<file path="src/rtl/uart_tx_sched.sv">
// -----------------------------------------------------------------------------
// uart_tx_sched
//   Shares one uart_tx serializer between N_REQ byte producers. A round-robin
//   arbiter picks one producer per frame. The block drives the serializer's
//   send_request/tx_data/parity_enable, follows its tx_busy/tx_done handshake,
//   and generates the free-running baud_tick that the serializer consumes.
//
// Ports
//   clk, reset_n   system clock (posedge) / asynchronous active-low reset
//   req_valid      per-requester "byte pending" level
//   req_data       packed bytes, requester i = req_data[8*i +: 8]
//   req_ready      one-hot accept (combinational, only while IDLE)
//   req_done       1-cycle pulse when requester i's frame has finished
//   parity_cfg     parity enable, captured at accept
//   baud_tick      1-cycle pulse every CLKS_PER_BAUD clocks
//   send_request   start-frame request to uart_tx
//   tx_data        byte presented to uart_tx
//   parity_enable  parity setting presented to uart_tx
//   tx_busy        uart_tx frame in progress
//   tx_done        uart_tx frame complete pulse
//   sched_busy     scheduler not IDLE
//   grant_id       index of the requester that owns the current frame
//   err_timeout    1-cycle pulse: uart_tx never raised tx_busy, launch aborted
// -----------------------------------------------------------------------------
module uart_tx_sched #(
  parameter int N_REQ          = 4,
  parameter int CLKS_PER_BAUD  = 55,
  parameter int LAUNCH_TIMEOUT = 1024
) (
  input  logic                       clk,
  input  logic                       reset_n,
  input  logic [N_REQ-1:0]           req_valid,
  input  logic [8*N_REQ-1:0]         req_data,
  output logic [N_REQ-1:0]           req_ready,
  output logic [N_REQ-1:0]           req_done,
  input  logic                       parity_cfg,
  output logic                       baud_tick,
  output logic                       send_request,
  output logic [7:0]                 tx_data,
  output logic                       parity_enable,
  input  logic                       tx_busy,
  input  logic                       tx_done,
  output logic                       sched_busy,
  output logic [$clog2(N_REQ)-1:0]   grant_id,
  output logic                       err_timeout
);

  localparam int IDW = $clog2(N_REQ);
  localparam int BW  = $clog2(CLKS_PER_BAUD);
  localparam int TW  = $clog2(LAUNCH_TIMEOUT);

  typedef enum logic [1:0] {
    IDLE      = 2'd0,
    LAUNCH    = 2'd1,
    WAIT_DONE = 2'd2
  } state_e;

  state_e             state_q;
  logic [IDW-1:0]     ptr_q, ptr_d;
  logic [BW-1:0]      baud_cnt_q;
  logic               baud_tick_q;
  logic [TW-1:0]      to_cnt_q;
  logic               send_q, parity_q, err_q;
  logic [7:0]         data_q;
  logic [IDW-1:0]     grant_q;
  logic [N_REQ-1:0]   done_q;

  logic               grant_found;
  logic [IDW-1:0]     grant_idx;
  logic               accept;

  // ---------------------------------------------------------------------------
  // Baud generator: free-running, independent of the scheduler FSM.
  // ---------------------------------------------------------------------------
  // NOTE: sequential state uses non-blocking (<=) so every flop samples the
  // pre-edge value of every other flop, regardless of statement order.
  always_ff @(posedge clk or negedge reset_n) begin
    if (!reset_n) begin
      baud_cnt_q  <= '0;
      baud_tick_q <= 1'b0;
    end else begin
      baud_tick_q <= (baud_cnt_q == BW'(CLKS_PER_BAUD - 1));
      if (baud_cnt_q == BW'(CLKS_PER_BAUD - 1)) baud_cnt_q <= '0;
      else                                      baud_cnt_q <= baud_cnt_q + 1'b1;
    end
  end

  // ---------------------------------------------------------------------------
  // Round-robin search: first valid lane at or after ptr, wrapping.
  // ---------------------------------------------------------------------------
  always_comb begin
    int lane_int;
    // NOTE: every combinational output gets a default first, so no path
    // leaves it unassigned and no latch is inferred.
    grant_found = 1'b0;
    grant_idx   = '0;
    lane_int    = 0;
    for (int k = 0; k < N_REQ; k++) begin
      lane_int = int'(ptr_q) + k;
      if (lane_int >= N_REQ) lane_int = lane_int - N_REQ;
      if (!grant_found && req_valid[IDW'(lane_int)]) begin
        grant_found = 1'b1;
        grant_idx   = IDW'(lane_int);
      end
    end
  end

  // Pointer moves past the winner, so idle lanes are skipped without penalty.
  always_comb begin
    ptr_d = (grant_idx == IDW'(N_REQ - 1)) ? '0 : grant_idx + 1'b1;
  end

  assign accept    = (state_q == IDLE) && grant_found;
  // Gated with reset_n so the accept strobe is quiet while reset is held.
  assign req_ready = (reset_n && accept) ? (N_REQ'(1) << grant_idx) : '0;

  // ---------------------------------------------------------------------------
  // Scheduler FSM with registered outputs.
  // ---------------------------------------------------------------------------
  always_ff @(posedge clk or negedge reset_n) begin
    if (!reset_n) begin
      state_q  <= IDLE;
      ptr_q    <= '0;
      to_cnt_q <= '0;
      send_q   <= 1'b0;
      data_q   <= '0;
      parity_q <= 1'b0;
      grant_q  <= '0;
      done_q   <= '0;
      err_q    <= 1'b0;
    end else begin
      done_q <= '0;
      err_q  <= 1'b0;
      case (state_q)
        IDLE: begin
          if (accept) begin
            data_q   <= req_data[8*grant_idx +: 8];
            parity_q <= parity_cfg;
            grant_q  <= grant_idx;
            ptr_q    <= ptr_d;
            send_q   <= 1'b1;
            to_cnt_q <= '0;
            state_q  <= LAUNCH;
          end
        end
        LAUNCH: begin
          if (tx_busy) begin
            send_q <= 1'b0;
            if (tx_done) begin
              // Very short frame: start and completion seen together.
              done_q  <= N_REQ'(1) << grant_q;
              state_q <= IDLE;
            end else begin
              state_q <= WAIT_DONE;
            end
          end else if (to_cnt_q == TW'(LAUNCH_TIMEOUT - 1)) begin
            send_q  <= 1'b0;
            err_q   <= 1'b1;
            state_q <= IDLE;
          end else begin
            to_cnt_q <= to_cnt_q + 1'b1;
          end
        end
        WAIT_DONE: begin
          // A tx_busy drop without tx_done is not treated as completion.
          if (tx_done) begin
            done_q  <= N_REQ'(1) << grant_q;
            state_q <= IDLE;
          end
        end
        default: state_q <= IDLE;
      endcase
    end
  end

  assign baud_tick     = baud_tick_q;
  assign send_request  = send_q;
  assign tx_data       = data_q;
  assign parity_enable = parity_q;
  assign grant_id      = grant_q;
  assign req_done      = done_q;
  assign err_timeout   = err_q;
  assign sched_busy    = (state_q != IDLE);

endmodule

</file>
<file path="config.mk">
export PLATFORM = sky130hd
export DESIGN_NAME = uart_tx_sched
export DESIGN_NICKNAME = d
export VERILOG_FILES = /design/src/rtl/uart_tx_sched.sv
export SDC_FILE = /design/constraint.sdc
export NUM_CORES = 1
export LEC_CHECK = 0
export CAP_MARGIN = 20
export CORE_MARGIN = 4
export CORE_UTILIZATION = 45
export CTS_BUF_LIST = sky130_fd_sc_hd__clkbuf_8
export CTS_CLUSTER_SIZE = 20
export DETAILED_ROUTE_END_ITERATION = 6
export PLACE_DENSITY = 0.79
export SYNTH_ARGS = -nofsm -noshare
export SYNTH_HDL_FRONTEND = slang
export SYNTH_SLANG_ARGS = --single-unit
</file>
<file path="constraint.sdc">
create_clock -name clk -period 1.83 [get_ports clk]
set_input_delay 0.183 -clock clk [delete_from_list [all_inputs] [get_ports clk]]
set_output_delay 0.183 -clock clk [all_outputs]
set_load 0.03 [all_outputs]
</file>
======== Yosys cells after proc, flatten, opt, wreduce, memory -nomap -nowiden ========
Cells that the tools add are included.
operators by class
  add/sub/neg operators ................... 10
  multiply operators ...................... 0
  divide/modulo/power cells ............... 0
  $lt $le $gt $ge ......................... 8
  equality and inequality tests ........... 10
  shift-type cells ........................ 3
  muxes and demuxes ....................... 47
  bitwise logic cells ..................... 0
  reduce and logical (&&, ||, !) cells .... 15
operator list
  operator                                                               number
  32-bit by 6-bit indexed part select with 8-bit output                  1
  10-bit 2-to-1 mux                                                      3
  2-bit 2-to-1 mux                                                       14
  10-bit one-hot mux with 2 select lines                                 1
  1-bit 2-to-1 mux                                                       18
  2-bit by 4-bit < comparator with 1-bit output (second input constant)  4
  4-bit 2-to-1 mux                                                       3
  10-bit by 1-bit adder with 10-bit output (second input constant)       1
  10-bit == test (second input constant)                                 1
  3-bit greater-or-equal comparator (second input constant)              3
  1-bit binary-select mux with 2-bit select                              4
  2-bit inequality test (second input constant)                          4
  4-bit one-hot mux with 2 select lines                                  1
  1-bit by 2-bit << shifter with 4-bit output (first input constant)     2
  2-bit by 1-bit subtractor with 2-bit output (second input constant)    4
  2-bit by 2-bit adder with 3-bit output (second input constant)         2
  6-bit by 1-bit adder with 6-bit output (second input constant)         1
  6-bit == test (second input constant)                                  1
  6-bit 2-to-1 mux                                                       1
  2-bit one-hot mux with 3 select lines                                  1
  3-bit AND reduction                                                    2
  1-bit logical AND                                                      5
  2-bit == test (second input constant)                                  2
  4-bit AND reduction                                                    1
  10 further kinds                                                       13
storage, ports and cells
  flip-flop bits (word level) ............. 38
  bits in latches ......................... 0
  memory bits (writable) .................. 0
  ROM bits ................................ 0
  logic and storage cells ................. 104
  memories ................................ 0

======== Logic depth before layout (Yosys ltp) ========
  word-level depth ........................ 18
  mapped depth ............................ 8
  depth with buffers taken out ............ 7

======== Worst setup path before layout ========
No wires, ideal clock.
  path kind ............................... register to output
  start ................................... register state_q[1]
  end ..................................... output port req_ready[1]
  data arrival time ....................... 1.767 ns
  data required time ...................... 1.647 ns
  setup slack ............................. -0.120 ns
  cell stages (with the launch flop) ...... 7
  path buffers ............................ 1
  cells stage by stage .................... dfrtp_1 inv_1 ha_1 inv_1 nor2_1 clkbuf_1 and3_1
between the ends
  word-level cells in the longest chain between the ends .. 4
RTL lines
  what                    line  source
  from (decl)             58    state_e state_q;
  from (signal assigned)  122   state_q <= IDLE;
  from (signal assigned)  143   state_q <= LAUNCH;
  from (signal assigned)  152   state_q <= IDLE;
  2-bit logical NOT       113   assign accept = (state_q == IDLE) && grant_found;
  1-bit logical AND       113
  1-bit logical AND       115   assign req_ready = (reset_n && accept) ? (N_REQ'(1) << grant_idx) : '0;
  4-bit 2-to-1 mux        115
  to (decl)               34    output logic [N_REQ-1:0] req_ready,
Every way passes these cells.

======== Worst setup path after layout ========
  start ................................... register ptr_q[1]
  end ..................................... output port req_ready[2]
between the ends
  elaborated cells between the ends (all ways) .. 45
  classes of those cells .................. 7 x add/sub; 4 x order compare; 1 x shift; 25 x mux; 8 x reduce/logical
RTL lines
  what                                                                                             line  source
  from (decl)                                                                                      59    logic [IDW-1:0] ptr_q, ptr_d;
  from (signal assigned)                                                                           140   ptr_q <= ptr_d;
  parallel branches: the longest is 14 deep, another holds 2-bit by 1-bit adder with 3-bit output  --
  2-bit 2-to-1 mux (*)                                                                             101   if (!grant_found && req_valid[IDW'(lane_int)]) begin
  named net grant_idx[0]                                                                           69    logic [IDW-1:0] grant_idx;
  1-bit by 2-bit << shifter with 4-bit output (*)                                                  115
  4-bit 2-to-1 mux (*)                                                                             115
Mark *: on every way through the listed nets, which the timed path passes. The select of a mux whose other input is x is not followed.

==> qor.txt <==
1st-pass router iterations -> 5
Register Area -> 953 um^2
WP data arrival -> 1.91 ns
Routed WL -> 7210 um
vias in the first global route -> 2385
CP max stage delay -> 0.47 ns
# placed instances -> 402
main area contributors after synthesis -> dfrtp_1 (42%), ha_1 (6.1%), mux2i_1 (4.4%)
Least-Margin Pin Slew -> 0.494 ns
Final ANT Viol Nets -> 0
top cell type's share of synthesized area -> 0.421
Finished Cell Area -> 3640 um^2
Starting Density -> 0.472
CTS clk-pin slew, worst paths -> 0.08 ns
Final Hold Fails -> 0
I/O pins -> 64
pre-CTS setup slack -> -0.656 ns
switching power -> 2180 uW
Synth Register Bits -> 38
Fillers -> 315
# hold bufs at CTS -> 0
Max Fclk -> 478 MHz
clk_skew -> 0.00765 ns
RSZ-0062 raised after global routing -> true
Final min period -> 2.09 ns
cell taking the most area after synthesis -> dfrtp_1
share of cells above drive strength 1 -> 0.287
HP Class -> input pin to async pin
area of the multi-input gates -> 1410 um^2
CP Class -> register to output pin
FFs w/ async S/R, synth -> 1.00
largest net degree at the start of global routing -> 41
internal power -> 2870 uW
final instance count without filler cells -> 426
startpoint type of the worst setup path -> register
synth warn -> 0
HPWL Detailed -> 4640 um
sequential area share after synthesis -> 0.421
Slew Limit Fails -> 0
number of port buffers -> 63
VDD IR max -> 0.898 mV
clock share of power -> 0.120
deepest clock path buffer count -> 2
synth cell count leaders -> dfrtp_1 (38), nand2_1 (24), nor2_1 (24)
Most used DFF post-synth -> dfrtp_1
Synth Cell Area -> 2260 um^2
Post-Syn Area per Cell -> 9.49 um^2
total global-route track usage -> 0.228
die extent in y -> 78.8 um
P_leak -> 0.00164 uW
Syn-to-layout area delta -> 61.2%
vias -> 2355
Syn Inst Count -> 238
setup TNS -> -1.78 ns
Nets -> 410
failing checks -> negative setup slack
clk sink count -> 38
critical-path cell list -> mux2i_2, o2bb2ai_2, nor2_2, inv_2, buf_12, ha_4, and3_4, buf_6
CTS buffer count -> 5
status -> finished, violations left
Rel. slew slack -> 0.671
initial antenna violation count -> 0
Req. time, crit path -> 1.65 ns
power per cell area -> 1390 nW/um^2
Post-synth EDFFs -> 0
final setup margin -> -0.260 ns
Combinational Power Share -> 0.633
Die Area -> 6220 um^2
Crit Path Max Fanout -> 8
antenna cells -> 0
Crit-path slowest cell -> dfrtp_2
Cell Rows -> 25
GP Congestion -> 0.840
drt drc -> 0
library cells used by synthesis -> 48
Vias/cell -> 5.53
wire length per cell -> 16.9 um
CTS root buf -> clkbuf_8
total grt overflow -> 0
Sw Share -> 0.433
H-tree Lvls -> 2
Post-DP Area -> 3250 um^2
Sequential Power Share -> 0.246
Core Area -> 4790 um^2
final period utilization -> 1.14
post-synth net total -> 290
global-route wire length before repair -> 11200 um
Crit. End Element -> output pin
number of setup violations in the final report -> 12
Skew-Pair Late Insertion Delay -> 0.29 ns
CTS tree -> built
initial drt markers -> 132
chip width -> 78.8 um
most common cell in the synthesized netlist -> dfrtp_1
max-cap viol count -> 0
-- placed cells by master, fill, tap and decap left out, types with 5 or more instances in the layout --
cell type	Yosys	routed
ha_1	11	7
dfrtp_1	38	36
nor2_1	24	22
clkdlybuf4s50_1	0	54
buf_6	1	5
clkbuf_8	0	6
o21ai_0	16	15
and3_1	13	9
mux2i_1	10	9
a211oi_1	7	7
a21oi_1	9	8
nand3_1	10	10
buf_4	1	55
o211ai_1	5	5
nand2_1	24	24
inv_1	6	5
xor2_1	5	5
-- critical path: cells and delay by family, from the launching register on --
family | cells | cell delay, ns
flip-flops | 1 | 0.47
AND/OR/NAND/NOR | 2 | 0.32
AO/OA/AOI/OAI | 1 | 0.15
adder cells (fa/ha/maj) | 1 | 0.15
buffers and inverters | 3 | 0.34
multiplexers | 1 | 0.19
-- kinds of logic after synthesis --
logic type               after synthesis  share of synthesized area
AND/OR/NAND/NOR                       97                      0.227
buffers and inverters                 15                     0.0321
XOR/XNOR                               8                     0.0310
AO/OA/AOI/OAI                         58                      0.179
adder cells (fa/ha/maj)               11                     0.0609
flip-flops                            38                      0.421
multiplexers                          11                     0.0493
-- power by group through the flow --
stage                     clock network (uW)  registers, uW  logic [uW]
after detailed placement                   0           1230        2560
after CTS                                614           1220        2890
after global routing                     656           1270        3410
final                                    607           1240        3200
after floorplan                            0           1470        1150
after global placement                     0           1220        2500
-- routing by layer --
layer / part of all wire / vias up / track usage / wire length [um]
met3: 0.065 / 20 / 0.0601 / 469
met4: 0.019 / 0 / 0.0567 / 136
met2: 0.53 / 85 / 0.433 / 3820
met5: 0 / - / 0 / 0
met1: 0.39 / 1148 / 0.251 / 2780
li1: - / 1102 / - / -
-- flip-flops by register name, summed over array words and instances (netlist names) --
name / count
baud_cnt_q: 6
send_request: 1
to_cnt_q: 10
parity_enable: 1
state_q: 2
grant_id: 2
req_done: 4
ptr_q: 2
baud_tick: 1
tx_data: 8
err_timeout: 1
-- final cells by class --
| class | instances | share of cell area |
|---|---|---|
| multi-input cells | 185 | 0.386 |
| flip-flops and latches | 38 | 0.262 |
| clock inverters | 2 | 0.00344 |
| clock buffers | 6 | 0.0227 |
| inverters | 8 | 0.00825 |
| well taps | 67 | 0.0230 |
| repair buffers | 120 | 0.295 |
-- through the flow --
stage / util / hold slack (ns) / power [uW]
finish: 0.761 / 0.000148 / 5050
floorplan: - / -0.113 / 2620
global route: 0.761 / 0.0480 / 5340
global placement: 0.678 / 0.311 / 3720
CTS: 0.737 / 0.0157 / 4720
detailed placement: 0.678 / 0.312 / 3790
-- path summary, 6_finish.rpt --
| kind | start | endpoint | slack (ns) | cells past startpoint |
|---|---|---|---|---|
| setup / recovery | ptr_q[1]$_DFFE_PN0P_ | req_ready[2] | -0.26 | 8 |
| hold / removal | reset_n | tx_data[5]$_DFFE_PN0P_ | 0.0001 | 2 |
| setup reg to reg | ptr_q[1]$_DFFE_PN0P_ | tx_data[0]$_DFFE_PN0P_ | -0.17 | 8 |
| hold reg to reg | baud_cnt_q[0]$_DFF_PN0_ | baud_cnt_q[0]$_DFF_PN0_ | 0.49 | 1 |
| max in group asynchronous | reset_n | ptr_q[0]$_DFFE_PN0P_ | 1.47 | 2 |
| min in group clk | parity_cfg | parity_enable$_DFFE_PN0P_ | 0.44 | 3 |
-- timing repair --
action                     in CTS  in global routing
setup endpoints to repair      12                 18
pin swaps                       2                  3
resized for setup              46                 13
buffers inserted                9                  7
No activity file was read; power rests on OpenSTA's default activity.
